$ cat src/rtl/tx_unit.sv
// Serial 8N1 transmit unit on the sequencer output-register bus.
// Bytes are queued in a small FIFO and shifted out LSB first at a programmable bit period.
module tx_unit #(
  parameter int unsigned FIFO_DEPTH = 4,
  parameter logic [15:0] DIV_RESET  = 16'd433
) (
  input  logic        clock,
  input  logic        reset,
  input  logic [11:0] inst,
  input  logic        inst_en,
  output logic        tx,
  output logic        ready,
  output logic        busy,
  output logic        overflow
);

  localparam int unsigned PtrW = (FIFO_DEPTH > 1) ? $clog2(FIFO_DEPTH) : 1;
  localparam int unsigned CntW = PtrW + 1;
  localparam logic [CntW-1:0] DepthC = CntW'(FIFO_DEPTH);

  typedef enum logic [1:0] {StIdle, StStart, StData, StStop} state_e;

  state_e          state_q, state_d;
  logic [15:0]     div_q, div_d;
  logic [15:0]     fd_q, fd_d;
  logic [15:0]     bit_cnt_q, bit_cnt_d;
  logic [7:0]      shreg_q, shreg_d;
  logic [2:0]      idx_q, idx_d;
  logic            tx_q, tx_d;
  logic            ovf_q, ovf_d;
  logic [PtrW-1:0] wptr_q, wptr_d, rptr_q, rptr_d;
  logic [CntW-1:0] count_q, count_d;
  logic [7:0]      mem_q [FIFO_DEPTH];

  logic [3:0] op;
  logic [7:0] imm;
  logic       is_ldl, is_ldh, is_send, is_clr;
  logic       nonempty, full, bit_done, pop, push;
  logic [2:0] idx_next;

  assign op       = inst[11:8];
  assign imm      = inst[7:0];
  assign is_ldl   = inst_en && (op == 4'd1);
  assign is_ldh   = inst_en && (op == 4'd2);
  assign is_send  = inst_en && (op == 4'd3);
  assign is_clr   = inst_en && (op == 4'd4);
  assign nonempty = (count_q != '0);
  assign full     = (count_q == DepthC);
  assign bit_done = (bit_cnt_q == fd_q);
  assign idx_next = idx_q + 3'd1;

  // Frame sequencer; the frame divisor is latched at pop so DIV writes only affect later frames.
  always_comb begin
    state_d   = state_q;
    fd_d      = fd_q;
    bit_cnt_d = bit_cnt_q;
    shreg_d   = shreg_q;
    idx_d     = idx_q;
    tx_d      = tx_q;
    pop       = 1'b0;
    unique case (state_q)
      StIdle: begin
        tx_d = 1'b1;
        if (nonempty) begin
          pop       = 1'b1;
          state_d   = StStart;
          tx_d      = 1'b0;
          fd_d      = div_q;
          shreg_d   = mem_q[rptr_q];
          bit_cnt_d = '0;
        end
      end
      StStart: begin
        if (bit_done) begin
          state_d   = StData;
          idx_d     = 3'd0;
          bit_cnt_d = '0;
          tx_d      = shreg_q[0];
        end else begin
          bit_cnt_d = bit_cnt_q + 16'd1;
        end
      end
      StData: begin
        if (bit_done) begin
          bit_cnt_d = '0;
          if (idx_q == 3'd7) begin
            state_d = StStop;
            tx_d    = 1'b1;
          end else begin
            idx_d = idx_next;
            tx_d  = shreg_q[idx_next];
          end
        end else begin
          bit_cnt_d = bit_cnt_q + 16'd1;
        end
      end
      StStop: begin
        if (bit_done) begin
          bit_cnt_d = '0;
          if (nonempty) begin
            pop     = 1'b1;
            state_d = StStart;
            tx_d    = 1'b0;
            fd_d    = div_q;
            shreg_d = mem_q[rptr_q];
          end else begin
            state_d = StIdle;
            tx_d    = 1'b1;
          end
        end else begin
          bit_cnt_d = bit_cnt_q + 16'd1;
        end
      end
      default: state_d = StIdle;
    endcase
    // CLR wins over any pop in the same cycle.
    if (is_clr) begin
      state_d   = StIdle;
      tx_d      = 1'b1;
      bit_cnt_d = '0;
      pop       = 1'b0;
    end
  end

  // A full FIFO still takes a byte when the sequencer pops in the same cycle.
  assign push = is_send && (!full || pop);

  always_comb begin
    div_d   = div_q;
    ovf_d   = ovf_q;
    wptr_d  = wptr_q;
    rptr_d  = rptr_q;
    count_d = count_q;
    if (is_ldl) div_d[7:0]  = imm;
    if (is_ldh) div_d[15:8] = imm;
    if (push) wptr_d = wptr_q + PtrW'(1);
    if (pop)  rptr_d = rptr_q + PtrW'(1);
    if (push && !pop)      count_d = count_q + CntW'(1);
    else if (pop && !push) count_d = count_q - CntW'(1);
    if (is_send && !push) ovf_d = 1'b1;
    if (is_clr) begin
      ovf_d   = 1'b0;
      wptr_d  = '0;
      rptr_d  = '0;
      count_d = '0;
    end
  end

  always_ff @(posedge clock) begin
    if (!reset) begin
      state_q   <= StIdle;
      div_q     <= DIV_RESET;
      fd_q      <= DIV_RESET;
      bit_cnt_q <= '0;
      shreg_q   <= '0;
      idx_q     <= '0;
      tx_q      <= 1'b1;
      ovf_q     <= 1'b0;
      wptr_q    <= '0;
      rptr_q    <= '0;
      count_q   <= '0;
    end else begin
      state_q   <= state_d;
      div_q     <= div_d;
      fd_q      <= fd_d;
      bit_cnt_q <= bit_cnt_d;
      shreg_q   <= shreg_d;
      idx_q     <= idx_d;
      tx_q      <= tx_d;
      ovf_q     <= ovf_d;
      wptr_q    <= wptr_d;
      rptr_q    <= rptr_d;
      count_q   <= count_d;
    end
  end

  always_ff @(posedge clock) begin
    if (push) mem_q[wptr_q] <= imm;
  end

  assign tx       = tx_q;
  assign overflow = ovf_q;
  assign ready    = !full;
  assign busy     = nonempty || (state_q != StIdle);

endmodule

$ cat config.mk
export PLATFORM = sky130hd
export DESIGN_NAME = tx_unit
export DESIGN_NICKNAME = d
export VERILOG_FILES = /design/src/rtl/tx_unit.sv
export SDC_FILE = /design/constraint.sdc
export NUM_CORES = 1
export LEC_CHECK = 0
export ABC_AREA = 0
export CAP_MARGIN = 20
export CORE_AREA = 2 2 80 121
export DETAILED_ROUTE_END_ITERATION = 10
export DIE_AREA = 0 0 82 123
export GPL_TIMING_DRIVEN = 0
export PLACE_DENSITY = 0.72
export SYNTH_ARGS = -nofsm -noshare
export SYNTH_HDL_FRONTEND = slang
export SYNTH_SLANG_ARGS = --single-unit
export TNS_END_PERCENT = 30
$ cat constraint.sdc
create_clock -name clock -period 4 [get_ports clock]
set_clock_uncertainty 0.2 [all_clocks]
set_input_delay 0.8 -clock clock [delete_from_list [all_inputs] [get_ports clock]]
set_output_delay 0.8 -clock clock [all_outputs]
set_load 0.1 [all_outputs]
======== Yosys cells after proc, flatten, opt, wreduce, memory -nomap -nowiden ========
Memories as Yosys holds them, arrays and structs flattened. A register that Yosys moved wholly into a read port is not among the register bits.
Index checks and enable logic that the tools add are counted.
word-level totals
  RAM bits ................................ 32
  memories ................................ 1
  output and inout port bits .............. 4
  register bits ........................... 70
  input port bits ......................... 15
  logic and storage cells ................. 100
memories
  memory  depth  width  rd ports  clocked after memory_dff  write ports  line  text
  mem_q   4      8      1         1                         1            33    logic [7:0] mem_q [FIFO_DEPTH];
cells by class
  equal/unequal tests ..................... 16
  multiplexer cells ....................... 38
  bitwise operators ....................... 1
  $lt $le $gt $ge ......................... 1
  add/subtract/negate cells ............... 6
  reduce and logical (&&, ||, !) cells .... 25
operators with widths
  operator                                              number
  two-way mux 16 bit                                    4
  case mux 16 bit (2 select lines)                      2
  adder 16 x 1 -> 16 bit (second input constant)        1
  equality test 16 bit                                  1
  two-way mux 8 bit                                     2
  case mux 8 bit (2 select lines)                       1
  two-way mux 3 bit                                     5
  two-way mux 2 bit                                     7
  two-way mux 1 bit                                     12
  != test 2 bit (second input constant)                 6
  equality test 4 x 2 -> 1 bit (second input constant)  2
  logical AND 1 bit                                     8
  case mux 2 bit (4 select lines)                       1
  nonzero test 2 bit                                    4
  adder 3 x 1 -> 3 bit (second input constant)          2
  equality test 3 bit (second input constant)           2
  case mux 3 bit (2 select lines)                       1
  AND reduction 5 bit                                   1
  adder 2 x 1 -> 2 bit (second input constant)          2
  equality test 2 bit (second input constant)           2
  equality test 4 x 1 -> 1 bit (second input constant)  1
  equality test 4 x 3 -> 1 bit (second input constant)  1
  < comparator 3 x 4 -> 1 bit (second input constant)   1
  case mux 1 bit (4 select lines)                       1
  14 further kinds                                      17

======== Logic depth before layout (Yosys ltp) ========
Gate-level depths: netlist of run 1.
  depth after elaboration ................. 11
  depth in mapped cells ................... 13

======== Worst setup path after synthesis of run 1 ========
No wires, ideal clock.
  path kind ............................... input-to-reg
  start ................................... input port inst_en
  end ..................................... register count_q[2]
  data required time ...................... 3.729 ns
  arrival time ............................ 2.930 ns
  path slack .............................. 0.799 ns
  setup time .............................. 0.071 ns
  stages on the path ...................... 10
  path buffers ............................ 0
  cell sequence ........................... nor4b_2 -> a211oi_1 -> nand3_1 -> o21ai_2 -> ha_1 -> inv_1 -> fa_1 -> xor2_1 -> or3_1 -> a21oi_1
on the way
  word-level cells in the longest chain between the ends .. 7
RTL lines
  element                       line  text
  start: declaration            10    input logic inst_en,
  logical AND 1 bit             46    assign is_clr = inst_en && (op == 4'd4);
  two-way mux 1 bit             117   if (is_clr) begin
  logical OR 1 bit              126   assign push = is_send && (!full || pop);
  logical AND 1 bit (*)         126
  named net push                38    logic nonempty, full, bit_done, pop, push;
  zero test 1 bit               139   else if (pop && !push) count_d = count_q - CntW'(1);
  logical AND 1 bit             139
  nonzero test 2 bit (no line)  n/a
  end signal: assignment        173   count_q <= count_d;
  end: declaration              32    logic [CntW-1:0] count_q, count_d;
Mark *: on every way through the listed nets, which the timed path passes. The rest lies on a longest branch.
A chain may end at the register's enable or synchronous reset.

======== Worst setup path in the final report of run 1 ========
  start ................................... register state_q[0]
  end ..................................... output port busy
on the way
  word-level cells in the longest chain between the ends .. 2
RTL lines
  element                   line  text
  start: declaration        23    state_e state_q, state_d;
  start signal: assignment  151   state_q <= StIdle;
  start signal: assignment  163   state_q <= state_d;
  nonzero test 2 bit        184   assign busy = nonempty || (state_q != StIdle);
  logical OR 1 bit          184
  end: declaration          13    output logic busy,
Every way passes these cells.

==> flow_metrics.tcl, run 1 <==
set metrics [dict create \
    period_needed_ns 3.75 \
    powerDensity_nw_per_um2 637 \
    path_cells "inv_1 > ha_1 > nor4b_2 > inv_1 > clkdlybuf4s50_1" \
    p_sw_share_pct 38.0 \
    grt_usage_pct 23.0 \
    final_area_um2 5500 \
    drtAntennaViolNets 0 \
    drive_gt1_share_pct 11.6 \
    ys_ff_latch 104 \
    grt_pass1_vias 3436 \
    power_frac_seq_pct 36.5 \
    setup_tns_ns 0 \
    synthFlopType "dfxtp_1" \
    initial_utilization_pct 54.0 \
    dp.cells 586 \
    synthDistinctLibCells 64 \
    die_area_um2 10100 \
    switching_power_mw 1.33 \
    synthesis.area_um2 4880 \
    tritoncts "built" \
    regArea_um2 2400 \
    seq_area_frac_synth_pct 49.3 \
    clock_path_buffers 2 \
    placed_area_um2 5200 \
    slew_viol_final 0 \
    clkSlewWorstSetupHoldPaths_ns 0.07 \
    tightestPinTransition_ns 0.965 \
    fmaxAchievable_mhz 266 \
    cts-root-buf "clkbuf_16" \
    drc_errors 0 \
    maxSlewHeadroom_pct 35.4 \
    synth-edff-count 32 \
    die_h_um 123 \
    crit_top_cell "inv_1" \
    p_leak_nw 1.87 \
    num-fill-cells 771 \
    finish.net_count 514 \
    ys_warn_count 0 \
    grt_max_degree 20 \
    power_frac_comb_pct 38.0 \
    drt-total-wl_um 10600 \
    ctsHoldBuffers 0 \
    multi_input_area_um2 2290 \
    gr-total-overflow 0 \
    path_delay_family "buffers and inverters" \
    internal_power_mw 2.17 \
    max_stage_delay_ns 0.99 \
    drtPass1Iterations 4 \
    synth_nets 485 \
    cts_inserted_buffers 9 \
    avgSynthCellArea_um2 10.7 \
    rsz0062_at_grt "no" \
    grt_antenna_before_repair 0 \
    core_um2 9040 \
    end_kind "output port" \
    critPathLaunchType "flip-flop" \
    synthCells 456 \
    area_delta_synth_final_pct 12.8 \
    port_buffers 18 \
    async_reset_ff_share_pct 0 \
    vias 3536 \
    postCtsSetupBuffers 0 \
    antenna_cells 0 \
    hold_viol_final 0 \
    cts_resized 0 \
    period_share_pct 93.8 \
    status "finished clean" \
    hpwl_um 7940 \
    routabilityCongestion 0.885 \
    clk_latency_ns 0.35 \
    drtIter0Drc 159 \
    ioPinCount 19 \
    htreeDepth 3 \
    placement_rows 43 \
    crit_required_ns 3.00 \
    stdcell_count 602 \
    cts.sinks 104 \
    clkPwrFrac_pct 25.5 \
    max_cap_violations 0 \
    arrival_ns 2.75 \
    hp-class "reg -> reg" \
    vias_per_cell 5.87 \
    setup_viol_count_final 0 \
    die_w_um 82 \
    crit_type "reg -> out" \
    vdd_drop_max_v 0.000703 \
    drt-wirelength-per-cell_um 17.7 \
    cp_slowest_cell "clkdlybuf4s50_1" \
    grt_pass1_wl_um 17300 \
    path_max_fanout 6 \
    cp_num_buf_inv 3 \
]
synth_stat cells (10+ instances only):
library cell / n / area (µm²)
mux4_2: 10 / 225
xnor2_1: 16 / 140
clkbuf_1: 10 / 37.5
nand3_1: 41 / 205
ha_1: 13 / 163
nor2_1: 23 / 86.3
o21ai_1: 31 / 155
inv_1: 15 / 56.3
a21oi_1: 28 / 140
edfxtp_1: 32 / 961
mux2i_1: 26 / 260
nand2_1: 33 / 124
dfxtp_1: 72 / 1440
flip-flops by register name, indices dropped and copies added, names as in the netlist, 2 cells and up, named ones only:
signal and count:
fd_q 16, shreg_q 8, idx_q 3, mem_q 32, bit_cnt_q 16, count_q 3, div_q 16, wptr_q 2
rptr_q 2, state_q 2
power groups by stage:
stage	Combinational [mW]	Sequential [mW]	Clock, mW
3_3_place_gp	1.29	1.30	0
2_1_floorplan	1.02	1.30	0
4_1_cts	1.33	1.28	0.909
6_report	1.33	1.28	0.892
3_5_place_dp	1.33	1.30	0
5_1_grt	1.46	1.29	0.948
cells in the final DEF (no fill, tap or decap), types with 7 or more instances in the layout:
cell type / count
clkbuf_1: 11
and3_1: 7
a31oi_1: 7
a21oi_1: 28
xnor2_1: 16
edfxtp_1: 32
inv_1: 15
nand4_1: 7
nand3_1: 41
dfxtp_1: 72
buf_2: 7
ha_1: 13
clkdlybuf4s50_1: 18
nand2_1: 33
o21ai_1: 31
clkbuf_16: 9
mux4_2: 10
nor2_1: 23
mux2i_1: 26
metal layers:
metal / track usage (%) / part of all wire (%)
met2: 41.1 / 54
met5: 0 / 0
met1: 25.8 / 40
met4: 11.1 / 3.0
met3: 4.09 / 2.6
path summary, 6_finish.rpt:
kind	startpoint	endpoint	slack [ns]	depth (start not counted)
worst max-delay path	state_q[0]$_SDFFE_PP0P_	busy	0.25	5
worst min-delay path	overflow$_SDFFE_PP0P_	overflow$_SDFFE_PP0P_	0.26	2
worst max register to register	state_q[0]$_SDFFE_PP0P_	count_q[2]$_SDFFE_PP0P_	0.61	11
worst min register to register	overflow$_SDFFE_PP0P_	overflow$_SDFFE_PP0P_	0.26	2
worst register-to-register path: cells and delay by family, from the launching register on:
kind	cells	cell delay [ns]
adder cells (fa/ha/maj)	3	1.00
AO/OA/AOI/OAI	3	0.91
AND/OR/NAND/NOR	2	0.46
flip-flops	1	0.41
XOR/XNOR	1	0.17
buffers and inverters	2	0.17
kinds of logic (layout without fill, tap and decap cells):
family	after synthesis	in the layout	synth area share [%]
fa+ha+maj	14	14	3.75
xor+xnor	22	22	4.64
buf+inv	39	73	3.72
compound gates	91	91	11.6
simple gates	149	149	16.8
flops	104	104	49.3
mux	37	37	10.2
per-stage QoR:
stage,hold WS (ns),total power [mW],utilization [%],setup WS (ns)
2_1_floorplan,0.241,2.32,-,0.799
3_3_place_gp,0.239,2.59,57.5,0.114
3_5_place_dp,0.248,2.63,57.5,0.0257
4_1_cts,0.260,3.52,60.9,0.229
5_1_grt,0.281,3.70,60.9,0.0915
6_report,0.255,3.50,60.9,0.247
cell type report:
class | instances | area share (%)
Sequential cell | 104 | 43.7
Timing Repair Buffer | 18 | 3.27
Multi-Input combinational cell | 313 | 41.7
Tap cell | 112 | 2.55
Clock inverter | 6 | 1.36
Clock buffer | 10 | 4.16
Inverter | 16 | 1.09
Buffer | 23 | 2.21
Power figures use the tool's default switching activity.
==> inputs of run 2 (changes only) <==
--- a/config.mk
+++ b/config.mk
@@ -5,9 +5,9 @@
 export SDC_FILE = /design/constraint.sdc
 export NUM_CORES = 1
 export LEC_CHECK = 0
-export ABC_AREA = 0
 export CAP_MARGIN = 20
 export CORE_AREA = 2 2 80 121
+export CTS_BUF_LIST = sky130_fd_sc_hd__clkbuf_4
 export DETAILED_ROUTE_END_ITERATION = 10
 export DIE_AREA = 0 0 82 123
 export GPL_TIMING_DRIVEN = 0
==> flow_metrics.tcl, run 2 (synthesized netlist as in run 1, its figures left out) <==
set metrics [dict create \
    status "finished clean" \
    clkSlewWorstSetupHoldPaths_ns 0.16 \
    arrival_ns 3.72 \
    fin_ws_ns 0.491 \
    clock_path_buffers 2 \
    hp-class "reg -> reg" \
    clk_latency_ns 0.47 \
    p_leak_nw 1.81 \
    top_register "mem_q" \
    postCtsSetupBuffers 0 \
    largest_reg_flops 32 \
    cts-root-buf "clkbuf_4" \
    end_kind "flip-flop" \
    period_share_pct 87.7 \
    rsz0062_at_grt "no" \
    dpl_worst_slack_ns 0.0257 \
    cts_resized 0 \
    drc_errors 0 \
    final_common_cell "dfxtp_1" \
    port_buffers 18 \
    drt-wirelength-per-cell_um 17.6 \
    vdd_drop_max_v 0.000567 \
    tritoncts "built" \
    setup_tns_ns 0 \
    fmaxAchievable_mhz 285 \
    tightestPinTransition_ns 0.965 \
    drtPass1Iterations 4 \
    placement_rows 43 \
    path_max_fanout 7 \
    maxSlewHeadroom_pct 35.4 \
    drive_gt1_share_pct 11.8 \
    gr-total-overflow 0 \
    max_stage_delay_ns 0.55 \
    htreeDepth 3 \
    grt_pass1_vias 3434 \
    cts.sinks 104 \
    num-fill-cells 794 \
    hold_viol_final 0 \
    vias_per_cell 5.89 \
    core_um2 9040 \
    die_area_um2 10100 \
    critPathLaunchType "input port" \
    ctsHoldBuffers 0 \
    most-common-layout-cells "dfxtp_1, nand3_1, nand2_1, edfxtp_1, o21ai_1" \
    path_delay_family "compound AO/OA/AOI/OAI gates" \
    period_needed_ns 3.51 \
    grt_max_degree 20 \
    ioPinCount 19 \
    vias 3554 \
    grt_pass1_wl_um 17100 \
    drtIter0Drc 167 \
    setup_viol_count_final 0 \
    powerDensity_nw_per_um2 595 \
    slew_viol_final 0 \
    cp_num_buf_inv 2 \
    placed_area_um2 5200 \
    drt-total-wl_um 10600 \
    initial_utilization_pct 54.0 \
    final_area_um2 5350 \
    total_power_mw 3.18 \
    hpwl_um 7940 \
    routabilityCongestion 0.885 \
    drtAntennaViolNets 0 \
    grt_usage_pct 23.0 \
    cts_inserted_buffers 9 \
    grt_antenna_before_repair 1 \
    die_w_um 82 \
    cp_slowest_cell "clkdlybuf4s50_1" \
    max_cap_violations 0 \
    finish.net_count 514 \
    area_delta_synth_final_pct 9.75 \
    crit_required_ns 4.21 \
    utilization_pct 59.2 \
    path_cells "clkdlybuf4s50_1 > nor4b_2 > a211oi_1 > nand3_1 > o21ai_2 > ha_1 > inv_1 > fa_1 > xor2_1 > or3_1 > a21oi_1" \
    crit_type "in -> reg" \
    die_h_um 123 \
]
## run 2: cell type report
class	count	area, µm²	area share, %
multi-input cells	313	2290	42.8
well taps	112	140	2.62
plain buffers	23	121	2.27
repair buffers	18	183	3.41
inverters	16	60.1	1.12
flip-flops and latches	104	2400	44.9
clock buffers	10	75.1	1.40
diodes	1	2.50	0.0468
clock inverters	6	75.1	1.40
## run 2: where the power goes
group / leakage [nW] / internal [mW] / switching (mW)
Sequential: 0.872 / 1.19 / 0.0910
Clock: 0.0795 / 0.208 / 0.365
Combinational: 0.862 / 0.485 / 0.846
## run 2: stage by stage
| step | std cells | hold WS, ns |
|---|---|---|
| after floorplan | 456 | 0.241 |
| after global placement | 586 | 0.239 |
| after detailed placement | 586 | 0.248 |
| after CTS | 602 | 0.270 |
| after global routing | 603 | 0.291 |
| final | 603 | 0.266 |
## run 2: worst paths after layout
kind,startpoint,endpoint,depth (start not counted),slack (ns)
hold reg to reg,overflow$_SDFFE_PP0P_,overflow$_SDFFE_PP0P_,2,0.27
setup reg to reg,state_q[0]$_SDFFE_PP0P_,count_q[2]$_SDFFE_PP0P_,11,0.61
hold / removal,overflow$_SDFFE_PP0P_,overflow$_SDFFE_PP0P_,2,0.27
setup / recovery,inst[8],count_q[2]$_SDFFE_PP0P_,11,0.49
## run 2: tightest hold or removal path, cell delays in order, from the launching register on
cell	delay [ns]
dfxtp_1	0.34
nand2_1	0.05
o31ai_1	0.05
## run 2: per-layer routing
| layer | track usage, % | vias to the layer above | share of wire (%) |
|---|---|---|---|
| met1 | 25.7 | 1728 | 39 |
| met2 | 40.7 | 63 | 55 |
| met5 | 0 | - | 0 |
| li1 | - | 1738 | - |
| met4 | 11.7 | 0 | 3.4 |
| met3 | 4.45 | 25 | 2.7 |
